$ cat config.mk
export PLATFORM = sky130hd
export DESIGN_NAME = time_set_ctrl
export DESIGN_NICKNAME = d
export VERILOG_FILES = /design/src/rtl/time_set_ctrl.sv
export SDC_FILE = /design/constraint.sdc
export NUM_CORES = 1
export LEC_CHECK = 0
export ABC_AREA = 1
export CORE_MARGIN = 2
export CORE_UTILIZATION = 45
export CTS_BUF_LIST = sky130_fd_sc_hd__clkbuf_16
export CTS_CLUSTER_SIZE = 10
export DETAILED_ROUTE_END_ITERATION = 7
export GPL_TIMING_DRIVEN = 0
export PLACE_DENSITY_LB_ADDON = 0.3
export SYNTH_ARGS = -nofsm -noshare
export SYNTH_HDL_FRONTEND = slang
export SYNTH_SLANG_ARGS = --single-unit
export TNS_END_PERCENT = 30
$ cat constraint.sdc
create_clock -name clk -period 2.1 [get_ports clk]
set_clock_uncertainty 0.1 [all_clocks]
set_input_delay 0.21 -clock clk [delete_from_list [all_inputs] [get_ports clk]]
set_output_delay 0.21 -clock clk [all_outputs]
set_load 0.03 [all_outputs]
$ cat src/rtl/time_set_ctrl.sv
// rtl/time_set_ctrl.sv - key-driven RUN/PAUSE/SET mode controller for the HH.MM.SS timekeeper
//
// Ports:
//   clk, rst           clock; asynchronous active-low reset
//   keys[3:0]          raw active-low buttons: [0] clear, [1] run/pause/abort, [2] mode/next, [3] increment
//   cur_hours/minutes/seconds   live time from the timekeeper
//   run_en             timekeeper count enable
//   clear_time         one-cycle pulse: timekeeper zeroes time
//   load_en            one-cycle pulse: timekeeper loads load_*
//   load_hours/minutes/seconds  shadow (edit) registers
//   disp_hours/minutes/seconds  value for the digit-scan block
//   blink_mask[5:0]    1 = blank digit (bit0/1 sec, bit2/3 min, bit4/5 hours)
//   mode[2:0]          0 RUN, 1 PAUSE, 2 SET_HH, 3 SET_MM, 4 SET_SS
module time_set_ctrl #(
    parameter int DEBOUNCE_CYCLES = 1000000,
    parameter int BLINK_CYCLES    = 12500000,
    parameter int REPEAT_DELAY    = 25000000,
    parameter int REPEAT_PERIOD   = 5000000
) (
    input  logic       clk,
    input  logic       rst,
    input  logic [3:0] keys,
    input  logic [5:0] cur_hours,
    input  logic [5:0] cur_minutes,
    input  logic [5:0] cur_seconds,
    output logic       run_en,
    output logic       clear_time,
    output logic       load_en,
    output logic [5:0] load_hours,
    output logic [5:0] load_minutes,
    output logic [5:0] load_seconds,
    output logic [5:0] disp_hours,
    output logic [5:0] disp_minutes,
    output logic [5:0] disp_seconds,
    output logic [5:0] blink_mask,
    output logic [2:0] mode
);

    localparam int DBW  = $clog2(DEBOUNCE_CYCLES + 1);
    localparam int BLW  = $clog2(BLINK_CYCLES + 1);
    localparam int RMAX = (REPEAT_DELAY > REPEAT_PERIOD) ? REPEAT_DELAY : REPEAT_PERIOD;
    localparam int RW   = $clog2(RMAX + 1);

    localparam logic [DBW-1:0] DB_LAST = DBW'(DEBOUNCE_CYCLES - 1);
    localparam logic [BLW-1:0] BL_LAST = BLW'(BLINK_CYCLES - 1);
    localparam logic [RW-1:0]  RD_LAST = RW'(REPEAT_DELAY - 1);
    localparam logic [RW-1:0]  RP_LAST = RW'(REPEAT_PERIOD - 1);

    typedef enum logic [2:0] {
        ST_RUN    = 3'd0,
        ST_PAUSE  = 3'd1,
        ST_SET_HH = 3'd2,
        ST_SET_MM = 3'd3,
        ST_SET_SS = 3'd4
    } state_t;

    // ---------------- key synchroniser and debouncers ----------------
    logic [3:0]     sync_q1, sync_q2;
    logic [3:0]     db_level;
    logic [3:0]     press;
    logic [DBW-1:0] db_cnt [4];

    always_ff @(posedge clk or negedge rst) begin
        if (!rst) begin
            sync_q1  <= '1;
            sync_q2  <= '1;
            db_level <= '1;
            press    <= '0;
            for (int i = 0; i < 4; i++) db_cnt[i] <= '0;
        end else begin
            sync_q1 <= keys;
            sync_q2 <= sync_q1;
            for (int i = 0; i < 4; i++) begin
                press[i] <= 1'b0;
                if (sync_q2[i] == db_level[i]) begin
                    db_cnt[i] <= '0;
                end else if (db_cnt[i] == DB_LAST) begin
                    db_cnt[i]   <= '0;
                    db_level[i] <= sync_q2[i];
                    // old level 1 means this is a 1->0 (press) transition
                    press[i]    <= db_level[i];
                end else begin
                    db_cnt[i] <= db_cnt[i] + 1'b1;
                end
            end
        end
    end

    // ---------------- key3 auto-repeat ----------------
    logic [RW-1:0] rpt_cnt;
    logic          rpt_armed;
    logic          rpt_fire;

    always_ff @(posedge clk or negedge rst) begin
        if (!rst) begin
            rpt_cnt   <= '0;
            rpt_armed <= 1'b0;
            rpt_fire  <= 1'b0;
        end else begin
            rpt_fire <= 1'b0;
            if (db_level[3]) begin
                rpt_cnt   <= '0;
                rpt_armed <= 1'b0;
            end else if (!rpt_armed) begin
                if (rpt_cnt == RD_LAST) begin
                    rpt_fire  <= 1'b1;
                    rpt_cnt   <= '0;
                    rpt_armed <= 1'b1;
                end else begin
                    rpt_cnt <= rpt_cnt + 1'b1;
                end
            end else if (rpt_cnt == RP_LAST) begin
                rpt_fire <= 1'b1;
                rpt_cnt  <= '0;
            end else begin
                rpt_cnt <= rpt_cnt + 1'b1;
            end
        end
    end

    // ---------------- event priority: key0 > key2 > key1 > key3 ----------------
    logic ev_clr, ev_next, ev_run, ev_inc;

    always_comb begin
        ev_clr  = press[0];
        ev_next = press[2] & ~press[0];
        ev_run  = press[1] & ~press[0] & ~press[2];
        ev_inc  = (press[3] | rpt_fire) & ~(|press[2:0]);
    end

    // ---------------- FSM ----------------
    state_t         state, nxt_state;
    logic           ret_run;
    logic [5:0]     sh_hours, sh_minutes, sh_seconds;
    logic [BLW-1:0] blink_cnt, blink_cnt_nxt;
    logic           blink_phase, blink_phase_nxt;
    logic           nxt_in_set;

    function automatic logic [5:0] edit_mask(input state_t s, input logic ph);
        logic [5:0] m;
        m = 6'b000000;
        if (ph) begin
            case (s)
                ST_SET_HH: m = 6'b110000;
                ST_SET_MM: m = 6'b001100;
                ST_SET_SS: m = 6'b000011;
                default:   m = 6'b000000;
            endcase
        end
        return m;
    endfunction

    always_comb begin
        nxt_state = state;
        case (state)
            ST_RUN: begin
                if (ev_next)     nxt_state = ST_SET_HH;
                else if (ev_run) nxt_state = ST_PAUSE;
            end
            ST_PAUSE: begin
                if (ev_clr || ev_run) nxt_state = ST_RUN;
                else if (ev_next)     nxt_state = ST_SET_HH;
            end
            ST_SET_HH: begin
                if (ev_next)     nxt_state = ST_SET_MM;
                else if (ev_run) nxt_state = ret_run ? ST_RUN : ST_PAUSE;
            end
            ST_SET_MM: begin
                if (ev_next)     nxt_state = ST_SET_SS;
                else if (ev_run) nxt_state = ret_run ? ST_RUN : ST_PAUSE;
            end
            ST_SET_SS: begin
                if (ev_next || ev_run) nxt_state = ret_run ? ST_RUN : ST_PAUSE;
            end
            default: nxt_state = ST_PAUSE;
        endcase

        nxt_in_set = (nxt_state == ST_SET_HH) || (nxt_state == ST_SET_MM) ||
                     (nxt_state == ST_SET_SS);

        // Entering a SET state or incrementing restarts the blink visible,
        // so the field being adjusted never disappears under the user.
        if (!nxt_in_set || (nxt_state != state) || ev_inc) begin
            blink_cnt_nxt   = '0;
            blink_phase_nxt = 1'b0;
        end else if (blink_cnt == BL_LAST) begin
            blink_cnt_nxt   = '0;
            blink_phase_nxt = ~blink_phase;
        end else begin
            blink_cnt_nxt   = blink_cnt + 1'b1;
            blink_phase_nxt = blink_phase;
        end
    end

    always_ff @(posedge clk or negedge rst) begin
        if (!rst) begin
            state       <= ST_PAUSE;
            run_en      <= 1'b0;
            clear_time  <= 1'b0;
            load_en     <= 1'b0;
            ret_run     <= 1'b0;
            sh_hours    <= '0;
            sh_minutes  <= '0;
            sh_seconds  <= '0;
            blink_cnt   <= '0;
            blink_phase <= 1'b0;
            blink_mask  <= '0;
        end else begin
            state       <= nxt_state;
            run_en      <= (nxt_state == ST_RUN);
            clear_time  <= ev_clr && ((state == ST_RUN) || (state == ST_PAUSE));
            load_en     <= ev_next && (state == ST_SET_SS);
            blink_cnt   <= blink_cnt_nxt;
            blink_phase <= blink_phase_nxt;
            blink_mask  <= edit_mask(nxt_state, blink_phase_nxt);

            case (state)
                ST_RUN, ST_PAUSE: begin
                    if (ev_next) begin
                        sh_hours   <= cur_hours;
                        sh_minutes <= cur_minutes;
                        sh_seconds <= cur_seconds;
                        ret_run    <= (state == ST_RUN);
                    end
                end
                default: begin
                    if (ev_clr) begin
                        sh_hours   <= '0;
                        sh_minutes <= '0;
                        sh_seconds <= '0;
                    end else if (ev_inc) begin
                        case (state)
                            ST_SET_HH: sh_hours   <= (sh_hours   == 6'd23) ? 6'd0 : sh_hours   + 6'd1;
                            ST_SET_MM: sh_minutes <= (sh_minutes == 6'd59) ? 6'd0 : sh_minutes + 6'd1;
                            ST_SET_SS: sh_seconds <= (sh_seconds == 6'd59) ? 6'd0 : sh_seconds + 6'd1;
                            default:   ;
                        endcase
                    end
                end
            endcase
        end
    end

    assign load_hours   = sh_hours;
    assign load_minutes = sh_minutes;
    assign load_seconds = sh_seconds;
    assign mode         = state;

    always_comb begin
        if ((state == ST_RUN) || (state == ST_PAUSE)) begin
            disp_hours   = cur_hours;
            disp_minutes = cur_minutes;
            disp_seconds = cur_seconds;
        end else begin
            disp_hours   = sh_hours;
            disp_minutes = sh_minutes;
            disp_seconds = sh_seconds;
        end
    end

endmodule

==> Yosys cells after proc, flatten, opt, wreduce, memory -nomap -nowiden <==
Cells that the tools add are included.
{ "classes": {"n_addsub": 9, "eq_ne": 23, "mux": 63, "n_bitwise": 13, "reduce_logical": 26} }
{ "op_table": {"columns": ["cell", "n"], "rows": [
  ["two-way mux 20 bit", 8],
  ["two-way mux 6 bit", 22],
  ["two-way mux 25 bit", 4],
  ["adder 20 x 1 -> 20 bit (second input constant)", 4],
  ["equality test 20 bit (second input constant)", 4],
  ["two-way mux 24 bit", 2],
  ["adder 25 x 1 -> 25 bit (second input constant)", 1],
  ["equality test 25 x 23 -> 1 bit (second input constant)", 1],
  ["equality test 25 bit (second input constant)", 1],
  ["adder 24 x 1 -> 24 bit (second input constant)", 1],
  ["equality test 24 bit (second input constant)", 1],
  ["two-way mux 3 bit", 8],
  ["adder 6 x 1 -> 6 bit (second input constant)", 3],
  ["case mux 6 bit (3 select lines)", 1],
  ["two-way mux 1 bit", 17],
  ["case mux 3 bit (5 select lines)", 1],
  ["equality test 3 x 2 -> 1 bit (second input constant)", 4],
  ["equality test 6 bit (second input constant)", 2],
  ["nonzero test 3 bit", 4],
  ["AND reduction 2 bit", 5],
  ["AND reduction 3 bit", 3],
  ["NOT 1 bit", 8],
  ["logical OR 1 bit", 7],
  ["equality test 3 bit (second input constant)", 2],
  ["other kinds (12)", 20]
]} }
{ "word_totals": {"reg_bits": 179, "elab_cells": 159} }

==> Logic depth before layout (Yosys ltp) <==
Gate-level depths: netlist (run 1).
{ "logic_depth": {"depth_word": 14, "depth_mapped": 13, "mapped_depth_nobuf": 11} }

==> Worst setup path before layout (run 1) <==
OpenSTA, ideal clock, no wires.
{ "synth_path": {"path_type": "register to register", "start": "reg state[0], in the netlist mode[0]", "end": "reg blink_cnt[10]", "arrival_ps": 1845, "setup_slack_ps": 74, "stages_incl_launch_ff": 11, "path_buffers": 2, "period_less_slack_ps": 2026, "path_cell_list": "dfstp_2 -> clkbuf_2 -> nand3_1 -> nor2_2 -> nand2_1 -> nand3_2 -> nor2_1 -> nor2_1 -> nand4_4 -> buf_6 -> nor3_2"} }
{ "synth_via": {"word_cells_on_any_way": 24} }
{ "synth_lines": {"columns": ["item", "line_no", "text"], "rows": [
  ["start, declared", "132", "state_t state, nxt_state;"],
  ["start signal, assigned", "209", "state <= nxt_state;"],
  ["equality test 3 bit, or another cell as far along", "155", "case (state)"],
  ["case mux 3 bit (5 select lines) *", "155", null],
  ["via nxt_state[1]", "132", null],
  ["equality test 3 x 2 -> 1 bit", "178", "nxt_in_set = (nxt_state == ST_SET_HH) || (nxt_state == ST_SET_MM) ||"],
  ["logical OR 1 bit (2 in series)", "178", null],
  ["zero test 1 bit", "183", "if (!nxt_in_set || (nxt_state != state) || ev_inc) begin"],
  ["logical OR 1 bit * (2 in series)", "183", null],
  ["two-way mux 24 bit *", "183", null],
  ["via blink_cnt_nxt[10]", "135", "logic [BLW-1:0] blink_cnt, blink_cnt_nxt;"],
  ["end signal, assigned", "213", "blink_cnt <= blink_cnt_nxt;"],
  ["end, declared", "135", null]
]} }
Mark *: on every way through the listed nets, which the timed path passes. The rest lies on a longest branch.
A chain may end at the register's enable or synchronous reset.

==> Worst setup path after layout (run 1) <==
{ "layout_path": {"start": "reg db_cnt[60] (netlist bit)", "end": "reg db_cnt[76] (netlist bit)"} }
{ "layout_via": {"elab_chain_cells": 3, "word_cells_on_any_way": 4} }
{ "layout_rtl": {"columns": ["item", "line_no", "text"], "rows": [
  ["start, declared", "61", "logic [DBW-1:0] db_cnt [4];"],
  ["start signal, assigned by index", "83", "db_cnt[i] <= db_cnt[i] + 1'b1;"],
  ["adder 20 x 1 -> 20 bit / equality test 20 bit (equally long branches)", "83, 77", null],
  ["two-way mux 20 bit *", "77", "end else if (db_cnt[i] == DB_LAST) begin"],
  ["two-way mux 20 bit *", "75", "if (sync_q2[i] == db_level[i]) begin"]
]} }
Every way passes the cells marked *; elsewhere a longest branch is shown, timed or not.

==> results by group, run 1 <==
Drt
  – Vias per cell: 5.17
  – DRC Markers: 0
  – Initial DRC Count: around 470
  – Top Metal Used: met4
  – Drt pass-1 iters: 5
  – DR vias: between 8k and 9k
  – DRT Wirelength: ~22000 µm
  – Met3 WL post-DR: just under 900 µm
  – Routed wire per std cell: around 14 µm
  – WL met2: ~10000 µm
  – DRT met1 WL: around 10000 µm
  – Antenna Nets Post-Route: 0

Die
  – Die W: ~150 µm
  – Core ar.: 20300 µm²
  – Vert. Die Dim: approximately 150 µm
  – Initial Util: a little under half
  – Row cnt: between 50 and 60
  – I/O pin total: 72
  – Die area: 21900 µm²

Global routing
  – Initial antenna violation count: 0
  – Tot GR Track Use: 20.5%
  – GRT overflow: 0
  – First-pass GRT wire length: between 30000 and 40000 µm
  – Vias in the first global route: between 7k and 8k
  – Largest net degree at the start of global routing: 92

Synth
  – Async SR Flop Fraction: 100%
  – Post-synthesis cell area: a little over 9000 µm²
  – Synth warnings: 0
  – Sequential element share of the synthesized area: 47.5%
  – Syn Area/Cell: 7.91 µm²
  – Synth area leader: dfrtp_1
  – Syn nets: roughly 1.2k
  – Synthesis-stage register bit count: roughly 180
  – Post-synth EDFFs: 0
  – Synth unique cells: 46
  – Top post-synthesis cells by area: dfrtp_1 (44%), nand2_1 (8.1%), nor2_1 (7.6%), inv_1 (6.3%), xor2_1 (4.6%)
  – Area share of the largest cell type after synthesis: between 40% and 50%
  – Top FF cell, synth: dfrtp_1
  – Mapped Cells: 1176

Cells and area
  – Area Overhead vs Synth: 24.0%
  – N_diodes: 0
  – Filler instances: roughly 1.8k
  – Highest-count cells in the layout ignoring fill and taps: nand2_1 (187), nor2_1 (170), dfrtp_1 (160)
  – Net total in the final layout: approximately 1.3k
  – Commonest non-fill, non-tap cell in the layout: nand2_1
  – Share of layout cells above drive strength 1: ~15%
  – Finished Layout Cells: approximately 1.6k

Clocking
  – Worst skew pair latency: about 430 ps
  – H-Tree Depth: 4
  – CTS Buf Count: 17
  – Maximum root-to-sink buffer count: 2
  – CTS root buf: clkbuf_16
  – TritonCTS Sinks: between 150 and 200
  – CTS tree: yes
  – Clk slew on worst S/H paths: 70 ps

STA
  – RSZ-0062 raised after global routing: yes
  – Fin crit period: 2080 ps
  – Highest clock rate: 480 MHz
  – Worst-Margin Slew: around 660 ps
  – Final hold slack: 78.0 ps
  – Final TNS setup: 0 ps
  – Final count of negative-setup-slack endpoints: 0
  – Final worst-path cycle share: between 90 and 100%
  – Relative slew margins: 56.3%
  – Final count of pins violating max slew: 0
  – Hold Vio Cnt, Final: 0

Min path
  – Hold crit path type: in -> reg

Critical path
  – Crit Path Max Fanout: 4
  – Most used cell, CP: nand3_2
  – Worst R2R Setup Slack: between 15 and 20 ps
  – Crit path required time: 2320 ps
  – CP max-delay cell: nor4_1
  – Crit. End Element: flop
  – Critical Path AT: around 2300 ps
  – Critical path, cell by cell: ha_2, nand3_2, nor2_4, nand3_2, nor4_1, nand2_1, o21ai_0, a21oi_1
  – CP bufs+invs: 0
  – Delay of the slowest critical-path stage: about 460 ps
  – Worst setup path class: reg -> reg
  – CP Launch Type: flop
  – Crit-path leading delay family: simple AND/OR/NAND/NOR gates

Pwr
  – Max VDD drop: ~0.00055 V
  – Leak: slightly above 5 nW
  – Pwr Total: 7.14 mW
  – Cell Pwr Density: 619 nW/µm²

Placed design
  – Placed insts: between 1.5k and 2k
  – IO buf count: slightly above 70
  – Placer Congestion: 0.851
  – Hpwl dp: 14800 µm

Flow run
  – Number of max-cap violations: 0

Run status
  – Run status: finished, final reports clean
[where the power goes]
group | switching [mW] | leakage, nW | total, mW | internal (mW)
clock | 1.40 | 0.310 | 3.42 | 2.01
combinational | 0.185 | 2.55 | 0.286 | 0.102
sequential | 0.0187 | 2.28 | 3.44 | 3.42
[per-layer routing]
metal,GRT usage (%),up-vias
met4,5.43,0
met3,3.67,29
li1,-,4067
met5,0,-
met1,28.7,3862
met2,33.1,160
[cell families (layout without fill, tap and decap cells)]
kind of cell | after synthesis | after routing | share of synthesized area, %
simple gates | 611 | 612 | 29.7
buf+inv | 177 | 299 | 7.54
flops | 176 | 176 | 47.5
compound gates | 137 | 137 | 7.82
xor+xnor | 63 | 63 | 5.93
fa+ha+maj | 9 | 9 | 1.21
mux | 3 | 3 | 0.323
[stage by stage]
step / instance area (µm²) / setup WS (ps) / util, %
3_5_place_dp: 10400 / -437 / 51.2
3_3_place_gp: 10400 / -6570 / 51.0
5_1_grt: 11500 / -83.4 / 56.9
4_1_cts: 11200 / 12.0 / 55.1
2_1_floorplan: 9310 / 74.4 / -
6_report: 11500 / 15.7 / 56.9
[worst paths after layout]
check	startpoint	to	depth (start not counted)
min	keys[0]	sync_q1[0]	1
max reg2reg	db_cnt[60]	db_cnt[76]	8
min in group asynchronous	rst	db_cnt[57]	2
max in group asynchronous	rst	sync_q1[2]	3
max	db_cnt[60]	db_cnt[76]	8
min reg2reg	sync_q1[1]	sync_q2[1]	0
[cells in the mapped netlist, types with 4 or more instances]
master	n
xor2_1	49
nand4_1	38
nand3_1	75
inv_1	155
dfstp_2	13
dfrtp_1	163
buf_4	4
nor4_1	15
buf_2	5
nor2_2	5
clkbuf_1	5
nand2_1	202
o21ai_0	75
a31oi_1	5
o21a_1	4
nor2_1	189
ha_1	9
nor3_1	52
nor3_2	7
and3_1	4
a21oi_1	41
nor3b_1	8
xnor2_1	14
[sequential cells by signal (all words and copies together) (netlist names)]
| register | count |
|---|---|
| rpt_armed | 1 |
| press | 4 |
| sync_q2 | 4 |
| rpt_fire | 1 |
| load_hours | 6 |
| load_en | 1 |
| rpt_cnt | 25 |
| sync_q1 | 4 |
| mode | 3 |
| db_level | 4 |
| load_seconds | 6 |
| blink_mask | 3 |
| ret_run | 1 |
| blink_cnt | 24 |
| run_en | 1 |
| load_minutes | 6 |
| clear_time | 1 |
| blink_phase | 1 |
| db_cnt | 80 |
[layout make-up]
class                      count  area (µm²)  area share (%)
multi-input combinational    824        4510            39.1
sequential                   176        4420            38.3
timing repair buffer          90         861            7.46
inverter                     159         604            5.24
clock buffer                  17         425            3.69
tap                          270         338            2.93
clock inverter                15         206            1.79
buffer                        18         174            1.51
[repair_timing]
item | CTS | global route
gates resized for setup | 132 | 116
setup endpoints to repair | 80 | 104
hold buffers | 1 | 0
hold endpoints to repair | 78 | 0
setup buffers | 9 | 4
pin swaps | 3 | 13
cloned | 4 | 1
Power figures use the tool's default switching activity.
==> inputs of run 2 (changes only) <==
RECOVER_POWER = 50   (was unset)
==> results by group, run 2 (synthesis results as in run 1) <==
Run status
  – Run status: finished, final reports clean

STA
  – RSZ-0062 raised after global routing: yes
  – Final hold slack: 216 ps (+138 ps)
  – Worst-Margin Slew: 1180 ps (+523 ps)
  – Final count of pins violating max slew: 0 (unchanged)
  – Final worst-path cycle share: 97.4% (-1.9 points)
  – Relative slew margins: 21.5% (-35 points)
  – Highest clock rate: 489 MHz (+1.9%)
  – Setup WS post-layout: 55.4 ps (+39.7 ps)
  – Final count of negative-setup-slack endpoints: 0 (unchanged)
  – Fin crit period: 2040 ps (-39.7 ps)
  – Hold Vio Cnt, Final: 0 (unchanged)

Die
  – Core ar.: 20300 µm² (unchanged)
  – Vert. Die Dim: 148 µm (unchanged)
  – I/O pin total: 72 (unchanged)
  – Row cnt: 52 (unchanged)
  – Die area: 21900 µm² (unchanged)
  – Initial Util: 45.9% (unchanged)
  – Die W: 148 µm (unchanged)

Pwr
  – Internal power: 5.53 mW (about the same)
  – Logic pwr share: 3.9% (about the same)
  – Net Switching: 1.60 mW (-0.13%)
  – Pwr Total: 7.14 mW (-0.11%)
  – Switching power share of the total: 22.5% (about the same)
  – Leak: 5.14 nW (-0.11%)
  – Max VDD drop: 0.000544 V (-0.55%)
  – Share of power burned in the clock network: 47.9% (about the same)
  – Reg power frac: 48.2% (about the same)
  – Cell Pwr Density: 619 nW/µm² (about the same)

Drt
  – WL met2: 10400 µm (+1.1%)
  – Routed wire per std cell: 13.8 µm (about the same)
  – Drt pass-1 iters: 5 (unchanged)
  – DRT met1 WL: 10200 µm (+0.20%)
  – Vias per cell: 5.19 (+0.27%)
  – Met3 WL post-DR: 795 µm (-10%)
  – Top Metal Used: met4
  – DR vias: 8140 (+0.27%)
  – Antenna Nets Post-Route: 0 (unchanged)
  – Initial DRC Count: 478 (+2.6%)
  – DRC Markers: 0 (unchanged)
  – DRT Wirelength: 21600 µm (about the same)

Global routing
  – Initial antenna violation count: 0 (unchanged)
  – First-pass GRT wire length: 36900 µm (unchanged)
  – GRT overflow: 0 (unchanged)
  – Vias in the first global route: 7756 (unchanged)
  – Tot GR Track Use: 20.5% (unchanged)
  – Largest net degree at the start of global routing: 92 (unchanged)

Cells and area
  – Largest Register: db_cnt
  – Net total in the final layout: 1319 (unchanged)
  – Filler instances: 1829 (+0.27%)
  – N_diodes: 0 (unchanged)
  – Area Overhead vs Synth: 23.8%
  – Commonest non-fill, non-tap cell in the layout: nand2_1
  – Core Util, Final: 56.8% (-0.086 points)
  – Fin area: 11500 µm² (-0.15%)
  – Highest-count cells in the layout ignoring fill and taps: nand2_1 (187), nor2_1 (170), dfrtp_1 (160)
  – Share of layout cells above drive strength 1: 14.6% (-0.38 points)
  – Max FFs per register: 80 (unchanged)
  – Top flop regs: db_cnt (80), rpt_cnt (25), blink_cnt (24)

Placed design
  – Area after DPL: 10400 µm² (unchanged)
  – Pre-CTS WS: -437 ps (unchanged)
  – IO buf count: 71 (unchanged)
  – Placer Congestion: 0.851 (unchanged)
  – Hpwl dp: 14800 µm (unchanged)

Min path
  – Hold crit path type: in -> reg

Clocking
  – CTS root buf: clkbuf_16
  – H-Tree Depth: 4 (unchanged)
  – CTS Buf Count: 17 (unchanged)
  – CTS tree: yes
  – Worst skew pair latency: 430 ps (about the same)
  – TritonCTS Sinks: 176 (unchanged)
  – Maximum root-to-sink buffer count: 2 (unchanged)
  – Clk slew on worst S/H paths: 70 ps (about the same)

Critical path
  – Crit. End Element: flop
  – CP max-delay cell: dfstp_2
  – Crit Path Max Fanout: 10 (+6)
  – CP bufs+invs: 3 (+3)
  – Critical Path AT: 2300 ps (about the same)
  – CP Launch Type: flop
  – Worst setup path class: reg -> reg
  – Delay of the slowest critical-path stage: 550 ps (+90 ps)
  – Critical path, cell by cell: buf_8, nand3_4, nor2_4, nand2_1, nand3_2, nor2_1, nor2_2, nand4_4, buf_6, buf_12, nor2_1
  – Crit-path leading delay family: simple AND/OR/NAND/NOR gates
  – Crit path required time: 2360 ps (+40 ps)
  – Most used cell, CP: nor2_1

Flow run
  – Number of max-cap violations: 0 (unchanged)
==> run 2: changes by cell type in the layout (fill, tap and decap cells not counted), sizes merged <==
cell           before  now
clkdlybuf4s50      51   47
dlygate4sd3         1    5
buf                50   49
clkbuf             23   24
==> run 2: repair_timing <==
action | 4_1_cts | 5_1_grt
endpoints found under the hold margin | 78 | 0
gates cloned | 4 | 1
resized for setup | 132 | 116
pin swaps | 3 | 13
setup endpoints to repair | 80 | 104
hold buffers | 1 | 0
buffers inserted | 9 | 4
==> run 2: layout make-up <==
type	count	area [µm²]	area share [%]
Multi-Input combinational cell	824	4510	39.1
Tap cell	270	338	2.93
Buffer	18	174	1.51
Inverter	159	604	5.24
Clock buffer	17	425	3.69
Sequential cell	176	4420	38.4
Clock inverter	15	206	1.79
Timing Repair Buffer	90	846	7.34
==> run 2: stage by stage <==
step | std cells | TNS, ps
2_1_floorplan | 1176 | 0
3_3_place_gp | 1517 | -1133430
3_5_place_dp | 1518 | -9160
4_1_cts | 1564 | 0
5_1_grt | 1569 | -1400
6_report | 1569 | 0
==> run 2: power groups by stage <==
stage               combinational, mW  clock [mW]  sequential (mW)
finish                          0.281        3.42             3.44
global route                    0.317        3.64             3.44
CTS                             0.286        3.48             3.44
detailed placement              0.297           0             3.50
global placement                0.288           0             3.51
floorplan                       0.119           0             3.50
==> run 2: path summary, 6_finish.rpt <==
kind	from	slack, ps	end	depth (start not counted)
setup / recovery	mode[0]	60	blink_cnt[9]	11
hold / removal	keys[0]	220	sync_q1[0]	1
setup reg to reg	mode[0]	60	blink_cnt[9]	11
hold reg to reg	sync_q1[1]	250	sync_q2[1]	0
max in group asynchronous	rst	370	sync_q1[2]	3
min in group asynchronous	rst	460	db_cnt[57]	2
==> run 2: worst reg2reg max path, stage by stage (launching register included) <==
cell and delay (ps):
dfstp_2 550, buf_8 140, nand3_4 100, nor2_4 130, nand2_1 90, nand3_2 80, nor2_1 50, nor2_2 150
nand4_4 190, buf_6 180, buf_12 140, nor2_1 90
==> run 2: layer usage <==
metal	global-route usage, %	vias to the layer above
met1	28.7	3893
met3	3.67	26
li1	-	4067
met4	5.43	0
met5	0	-
met2	33.1	154
==> inputs of run 3 (changes only) <==
CORE_MARGIN = unset   (was 2)
DONT_BUFFER_PORTS = 1   (was unset)
==> results by group, run 3 (synthesis results as in run 1) <==
STA
  – Final count of negative-setup-slack endpoints: 43 (+43)
  – Worst-Margin Slew: 494 ps (-684 ps)
  – Setup WS post-layout: -109 ps (-164 ps)
  – Hold Vio Cnt, Final: 177 (+177)
  – RSZ-0062 raised after global routing: yes
  – Final hold slack: -626 ps (-842 ps)
  – Fin crit period: 2210 ps (+164 ps)
  – Highest clock rate: 453 MHz (-7.4%)
  – Relative slew margins: 66.7% (+45 points)
  – Final count of pins violating max slew: 0 (unchanged)
  – Final worst-path cycle share: 105% (+7.8 points)

Clocking
  – CTS tree: yes
  – CTS root buf: clkbuf_16
  – H-Tree Depth: 4 (unchanged)
  – CTS Buf Count: 17 (unchanged)
  – TritonCTS Sinks: 176 (unchanged)
  – Clk slew on worst S/H paths: 70 ps (about the same)
  – Worst skew pair latency: 430 ps (about the same)
  – Maximum root-to-sink buffer count: 2 (unchanged)
  – Hold buffer count at CTS: 20 (+19)

Critical path
  – Crit path required time: 2350 ps (about the same)
  – Crit. End Element: flop
  – Critical path, cell by cell: buf_8, buf_6, nand4_1, nand2_2, inv_2, nand4_1, nand4_4, buf_6, nor3_1
  – CP max-delay cell: dfstp_2
  – Delay of the slowest critical-path stage: 670 ps (+120 ps)
  – CP Launch Type: flop
  – Crit path launch: mode[0]
  – Crit Reg-Reg Startpoint: mode[0]
  – Worst setup path class: reg -> reg
  – Crit Path Max Fanout: 8 (-2)
  – Critical Path AT: 2460 ps (+160 ps)

Run status
  – Run status: finished, violations left
  – Failing checks: negative hold slack, negative setup slack

Global routing
  – Largest net degree at the start of global routing: 177 (+92%)
  – Initial antenna violation count: 0 (unchanged)
  – GRT overflow: 0 (unchanged)
  – Vias in the first global route: 7460 (-3.8%)
  – First-pass GRT wire length: 34700 µm (-6.0%)
  – Tot GR Track Use: 20.1% (-0.44 points)

Drt
  – Drt pass-1 iters: 7 (+2)
  – DRT Wirelength: 21300 µm (-1.8%)
  – Routed wire per std cell: 13.9 µm (+1.1%)
  – Vias per cell: 5.21 (+0.48%)
  – Antenna Nets Post-Route: 0 (unchanged)
  – DRC Markers: 0 (unchanged)
  – DR vias: 7950 (-2.3%)
  – Initial DRC Count: 475 (-0.63%)

Pwr
  – Cell Pwr Density: 596 nW/µm² (-3.7%)
  – Leak: 4.99 nW (-2.9%)
  – Max VDD drop: 0.000485 V (-11%)
  – Pwr Total: 6.82 mW (-4.4%)

Die
  – Die W: 146 µm (-1.4%)
  – Die area: 21300 µm² (-2.7%)
  – Core ar.: 20200 µm² (-0.32%)
  – Vert. Die Dim: 146 µm (-1.4%)
  – Row cnt: 52 (unchanged)
  – Initial Util: 46.0% (+0.15 points)
  – I/O pin total: 72 (unchanged)

Placed design
  – IO buf count: 0 (-100%)
  – Hpwl dp: 13600 µm (-7.5%)
  – Placer Congestion: 0.883 (+3.8%)

Cells and area
  – Top flop regs: db_cnt (80), rpt_cnt (25), blink_cnt (24)
  – Highest-count cells in the layout ignoring fill and taps: nand2_1 (169), nor2_1 (162), dfrtp_1 (160)
  – Area Overhead vs Synth: 22.9%
  – Net total in the final layout: 1275 (-3.3%)
  – Largest Register: db_cnt
  – Filler instances: 1761 (-3.7%)
  – Core Util, Final: 56.5% (-0.24 points)
  – Max FFs per register: 80 (unchanged)
  – Share of layout cells above drive strength 1: 17.8% (+3.1 points)
  – N_diodes: 0 (unchanged)
  – Commonest non-fill, non-tap cell in the layout: nand2_1

Flow run
  – Number of max-cap violations: 0 (unchanged)

Min path
  – Hold crit path type: in -> async
-- run 3: cell count changes in the layout (fill, tap and decap cells not counted), moves of 11 or more --
cell | previous run | this run
nand2_1 | 187 | 169
dlygate4sd3_1 | 5 | 20
o21ai_0 | 67 | 56
o21ai_4 | 0 | 14
nand2_2 | 13 | 31
clkdlybuf4s50_1 | 47 | 0
-- run 3: final timing paths --
path                                 endpoint  slack (ps)  cells after the start
worst max-delay path             blink_cnt[5]        -110                      9
worst min-delay path            blink_cnt[12]        -630                      0
worst max register to register   blink_cnt[5]        -110                      9
worst min register to register     sync_q2[2]         260                      0
max in group asynchronous          sync_q1[0]        2170                      0
min in group clk                load_hours[4]         -10                      4
-- run 3: critical path: cells and delay by family, from the launching register on --
| family | cells | cell delay, ps |
|---|---|---|
| simple gates | 5 | 790 |
| buf+inv | 4 | 550 |
| flops | 1 | 670 |
-- run 3: metal layers --
layer | up-vias | GRT usage [%] | share of wire [%]
li1 | 3964 | - | -
met5 | - | 0 | 0
met3 | 28 | 4.70 | 4.7
met1 | 3770 | 26.4 | 45
met4 | 0 | 7.21 | 1.6
met2 | 188 | 32.3 | 49
-- run 3: report_power, final --
| part | switching, mW | leakage, nW | internal, mW |
|---|---|---|---|
| Clock | 1.40 | 0.287 | 1.77 |
| Sequential | 0.0191 | 2.29 | 3.42 |
| Combinational | 0.131 | 2.42 | 0.0793 |
| Total | 1.55 | 4.99 | 5.27 |
-- run 3: through the flow --
stage          TNS [ps]  setup slack [ps]  cells  cell area [µm²]
6_report          -1760              -109   1525            11400
5_1_grt           -6040              -220   1525            11400
4_1_cts            -951             -65.9   1505            10800
3_5_place_dp     -11820              -335   1446             9650
3_3_place_gp     -10290              -331   1446             9650
2_1_floorplan         0              74.4   1176             9310
-- run 3: layout make-up --
| cell class | count | area [µm²] | share of cell area [%] |
|---|---|---|---|
| Buffer | 18 | 194 | 1.70 |
| Clock buffer | 17 | 425 | 3.72 |
| Clock inverter | 15 | 159 | 1.39 |
| Inverter | 159 | 603 | 5.27 |
| Multi-Input combinational cell | 823 | 4820 | 42.1 |
| Sequential cell | 176 | 4420 | 38.7 |
| Tap cell | 270 | 338 | 2.95 |
| Timing Repair Buffer | 47 | 475 | 4.16 |
-- run 3: repair_timing --
item | CTS | global route
setup buffers | 6 | 18
hold endpoints to repair | 196 | 176
pin swaps | 9 | 22
setup endpoints to repair | 92 | 107
gates cloned | 1 | 2
gates resized for setup | 101 | 111
